===== config.mk =====
export PLATFORM = sky130hd
export DESIGN_NAME = neuron_controller
export DESIGN_NICKNAME = d
export VERILOG_FILES = /design/src/rtl/neuron_controller.sv
export SDC_FILE = /design/constraint.sdc
export NUM_CORES = 1
export LEC_CHECK = 0
export CAP_MARGIN = 5
export CORE_ASPECT_RATIO = 1.75
export CORE_MARGIN = 1.5
export CORE_UTILIZATION = 38
export CTS_CLUSTER_DIAMETER = 100
export DETAILED_ROUTE_END_ITERATION = 16
export PLACE_DENSITY = 0.85
export REMOVE_ABC_BUFFERS = 1
export SYNTH_ARGS = -nofsm -noshare
export SYNTH_HDL_FRONTEND = slang
export SYNTH_SLANG_ARGS = --single-unit

===== constraint.sdc =====
create_clock -name clk_i -period 2.4 [get_ports clk_i]
set_input_delay 0.24 -clock clk_i [delete_from_list [all_inputs] [get_ports clk_i]]
set_output_delay 0.24 -clock clk_i [all_outputs]
set_load 0.05 [all_outputs]

===== src/rtl/neuron_controller.sv =====
// rtl/neuron_controller.sv - sequencer feeding one neuron's MAC unit from a weight/bias memory
// Streams INPUT_SIZE activations, then the bias, then holds the result until taken downstream.
module neuron_controller #(
   parameter int WORD_SIZE  = 16,
   parameter int INPUT_SIZE = 8,
   localparam int ADDR_WIDTH = $clog2(INPUT_SIZE + 1)
) (
   input  logic                  clk_i,
   input  logic                  reset_i,
   input  logic                  valid_i,
   output logic                  ready_o,
   input  logic [WORD_SIZE-1:0]  data_i,
   output logic                  mem_en_o,
   output logic [ADDR_WIDTH-1:0] mem_addr_o,
   output logic [WORD_SIZE-1:0]  lu_data_o,
   output logic                  lu_sum_en_o,
   output logic                  lu_add_bias_o,
   output logic                  lu_clear_o,
   input  logic [WORD_SIZE-1:0]  lu_result_i,
   output logic                  valid_o,
   input  logic                  ready_i,
   output logic [WORD_SIZE-1:0]  data_o
);

   typedef enum logic [2:0] {CLEAR, ACCUM, BIAS, WAIT, DONE} state_t;

   localparam logic [ADDR_WIDTH-1:0] LAST_ADDR = ADDR_WIDTH'(INPUT_SIZE - 1);
   localparam logic [ADDR_WIDTH-1:0] BIAS_ADDR = ADDR_WIDTH'(INPUT_SIZE);

   state_t                  state_r, state_n;
   logic [ADDR_WIDTH-1:0]   count_r, count_n;
   logic                    load;
   logic                    sum_n;
   logic                    bias_n;

   // Saturation lives in the logical unit; the result is passed straight through.
   assign data_o = lu_result_i;

   always_ff @(posedge clk_i or posedge reset_i) begin
      if (reset_i) begin
         state_r       <= CLEAR;
         count_r       <= '0;
         lu_data_o     <= '0;
         lu_sum_en_o   <= 1'b0;
         lu_add_bias_o <= 1'b0;
      end else begin
         state_r       <= state_n;
         count_r       <= count_n;
         if (load)
            lu_data_o  <= data_i;
         lu_sum_en_o   <= sum_n;
         lu_add_bias_o <= bias_n;
      end
   end

   always_comb begin
      state_n    = state_r;
      count_n    = count_r;
      ready_o    = 1'b0;
      mem_en_o   = 1'b0;
      mem_addr_o = count_r;
      lu_clear_o = 1'b0;
      valid_o    = 1'b0;
      load       = 1'b0;
      sum_n      = 1'b0;
      bias_n     = 1'b0;
      case (state_r)
         CLEAR: begin
            lu_clear_o = 1'b1;
            state_n    = ACCUM;
         end
         ACCUM: begin
            ready_o = 1'b1;
            if (valid_i) begin
               mem_en_o = 1'b1;
               load     = 1'b1;
               sum_n    = 1'b1;
               if (count_r == LAST_ADDR) begin
                  count_n = '0;
                  state_n = BIAS;
               end else begin
                  count_n = count_r + ADDR_WIDTH'(1);
               end
            end
         end
         // Memory data for the bias arrives during WAIT, when the add is enabled.
         BIAS: begin
            mem_en_o   = 1'b1;
            mem_addr_o = BIAS_ADDR;
            sum_n      = 1'b1;
            bias_n     = 1'b1;
            state_n    = WAIT;
         end
         WAIT: begin
            state_n = DONE;
         end
         DONE: begin
            valid_o = 1'b1;
            if (ready_i)
               state_n = CLEAR;
         end
         default: begin
            state_n = CLEAR;
         end
      endcase
   end

endmodule


==> results of run 1 <==
## critical path, stage by stage (launching register included)
cell             delay (ns)
dfrtp_1                0.44
nor3b_1                0.36
clkdlybuf4s50_1        0.87
## layer usage
metal  part of all wire [%]  up-vias  GRT usage [%]
li1                       -      347              -
met1                     40      367          17.94
met2                     48       46          20.61
met3                     12        2          9.242
met4                   0.25        0          3.030
met5                      0        -          5.000
## cells in the mapped netlist, drive strengths merged
cell | number | area share (%)
and3b | 1 | 0.76
nor2 | 3 | 0.98
mux2 | 19 | 19
nand3 | 1 | 0.44
buf | 18 | 12
and4bb | 1 | 1.1
dfrtp | 25 | 54
nand2b | 2 | 1.1
a22o | 1 | 0.87
and2 | 3 | 1.6
nor3 | 1 | 0.44
nor3b | 2 | 1.3
ha | 1 | 1.1
a21o | 1 | 0.65
inv | 3 | 0.98
nor2b | 1 | 0.55
nand4 | 1 | 0.55
nand2 | 4 | 1.3
xnor2 | 1 | 0.76
## final cells by class
type	instances	share of cell area (%)
multi-input combinational	43	23.75
tap	28	2.254
timing repair buffer	46	30.11
clock buffer	4	2.899
sequential	25	40.26
inverter	3	0.7246
## sequential cells by signal, summed over array words and instances, names as in the netlist
signal	flops
lu_data_o	16
lu_add_bias_o	1
count_r	4
state_r	3
lu_sum_en_o	1
## power breakdown
part	internal, µW	switching [µW]	leakage, µW
Combinational	624	993	0.000347
Sequential	616	126	0.000298
Clock	118	121	0.0000228
Total	1360	1240	0.000668
## per-stage QoR
step | util, % | instance area [µm²]
2_1_floorplan | - | 1006
3_3_place_gp | 52.12 | 1509
3_5_place_dp | 52.12 | 1509
4_1_cts | 53.67 | 1554
5_1_grt | 53.67 | 1554
6_report | 53.67 | 1554
## logic make-up after synthesis
kind of cell / count (synthesis) / synth area share, %
compound gates: 2 / 1.525
xor+xnor: 1 / 0.7627
fa+ha+maj: 1 / 1.089
buf+inv: 21 / 13.40
flops: 25 / 54.47
mux: 19 / 18.63
simple gates: 20 / 10.13
## worst paths after layout
| path | start | endpoint | slack, ns |
|---|---|---|---|
| setup reg to reg | state_r[1]$_DFFE_PP0P_ | lu_data_o[14]$_DFFE_PP0P_ | 0.74 |
| max in group asynchronous | reset_i | lu_data_o[3]$_DFFE_PP0P_ | 1.36 |
| setup / recovery | state_r[2]$_DFFE_PP0P_ | ready_o | 0.23 |
| min in group clk_i | lu_result_i[0] | data_o[0] | 0.48 |
| hold reg to reg | lu_data_o[2]$_DFFE_PP0P_ | lu_data_o[2]$_DFFE_PP0P_ | 0.51 |
| hold / removal | reset_i | lu_data_o[5]$_DFFE_PP0P_ | 0.48 |
==> impl_metrics.yaml, run 1 <==
cts:
  cts_made_buffers: 3
  cts_buffer_depth: 2
  h-tree-depth: 1
  hold_buffers: 0
  cts_tree: "done"
  cts_sinks: 25
  cts-root-buf: "clkbuf_8"
  clk_pin_slew_worst_paths_ns: 0.08
  clk_latency_ns: 0.26
  post_cts_buffers: 0
  cts_resized: 0
floorplanning:
  initial_core_util_pct: 39.67
  die_h_um: 75.73
  ios: 78
  fp.dieW_um: 44.56
  fp.dieArea_mm2: 0.003375
  rows: 26
  design.core.area_mm2: 0.002895
pwr:
  p_per_area_mw_per_mm2: 1671
  total_power_uw: 2597
  p_leak_uw: 0.0006679
  worst_ir_drop_vdd_v: 0.0008235
sta:
  max_slew.worst_pin.slew_ns: 0.9266
  hold_ws_ns: 0.4805
  final_max_slew_viol_count: 0
  setup_ws_ns: 0.2277
  clock.fmax_mhz: 460.3
  post-route-period-util_pct: 90.51
  finalSetupViolations: 0
  rsz0062_at_grt: "no"
  hold_violations: 0
  slew_headroom_pct: 38.16
  fin_worst_skew_ns: 0.001532
  tns_ns: 0
  fin_crit_ns: 2.172
critical_path:
  crit_path_start_kind: "flop"
  critPathKind: "reg2out"
  worst-path-max-fanout: 6
  reg2regPathDepth: 3
  end_kind: "output port"
  arrival_ns: 1.93
  crit_required_ns: 2.16
synthesis:
  ys_seq_elements: 25
  syn_inst: 89
  seq_area_frac_synth_pct: 54.47
  synth_cell_type_count: 20
  syn-cell-area_mm2: 0.001149
  ys_warn_count: 0
  syn_avg_cell_area_um2: 12.91
min_path:
  hp-class: "in2async"
cells_and_area:
  instances_no_fill: 149
  drive_gt1_share_pct: 21.49
  final_common_cell: "clkdlybuf4s50_1"
  regArea_um2: 625.6
  final_cell_mix: "clkdlybuf4s50_1 (44), dfrtp_1 (25), mux2_2 (19)"
  area_growth_pct: 35.29
  num_antenna_cells: 0
  final_nets: 159
  multi_input_area_um2: 369.1
  fill_cells: 243
detailed_routing:
  route.detailed.drc: 6
  via_per_inst: 5.114
  final_antenna_net_count: 0
  num_vias: 762
  post_drt_wl_per_cell_um: 15.98
  wl_um: 2381
  drt_iter0_markers: 18
  first_pass_iters: 10
grt:
  grt_pass1_wl_um: 3519
  grt_pass1_vias: 740
  grt_use_total_pct: 14.45
  grt_max_degree: 26
  overflow: 0
  antenna_found_initial: 0
placed_design:
  dp_hpwl_um: 1868
  placed_cells: 145
  gp_congestion: 0.7460
  io_buffers: 45
  pre_cts_ws_ns: 0.4892
run_status:
  status: "complete, but fails checks"
  failed_checks: "DRC"
run:
  drv_cap: 0
No activity file was read; power rests on OpenSTA's default activity.
==> inputs of run 2 (changes only) <==
--- a/config.mk
+++ b/config.mk
@@ -13,6 +13,7 @@
 export DETAILED_ROUTE_END_ITERATION = 16
 export PLACE_DENSITY = 0.85
 export REMOVE_ABC_BUFFERS = 1
+export SLEW_MARGIN = 20
 export SYNTH_ARGS = -nofsm -noshare
 export SYNTH_HDL_FRONTEND = slang
 export SYNTH_SLANG_ARGS = --single-unit
==> results of run 2 <==
No change in the layout: final DEF, timing and power equal those of run 1.
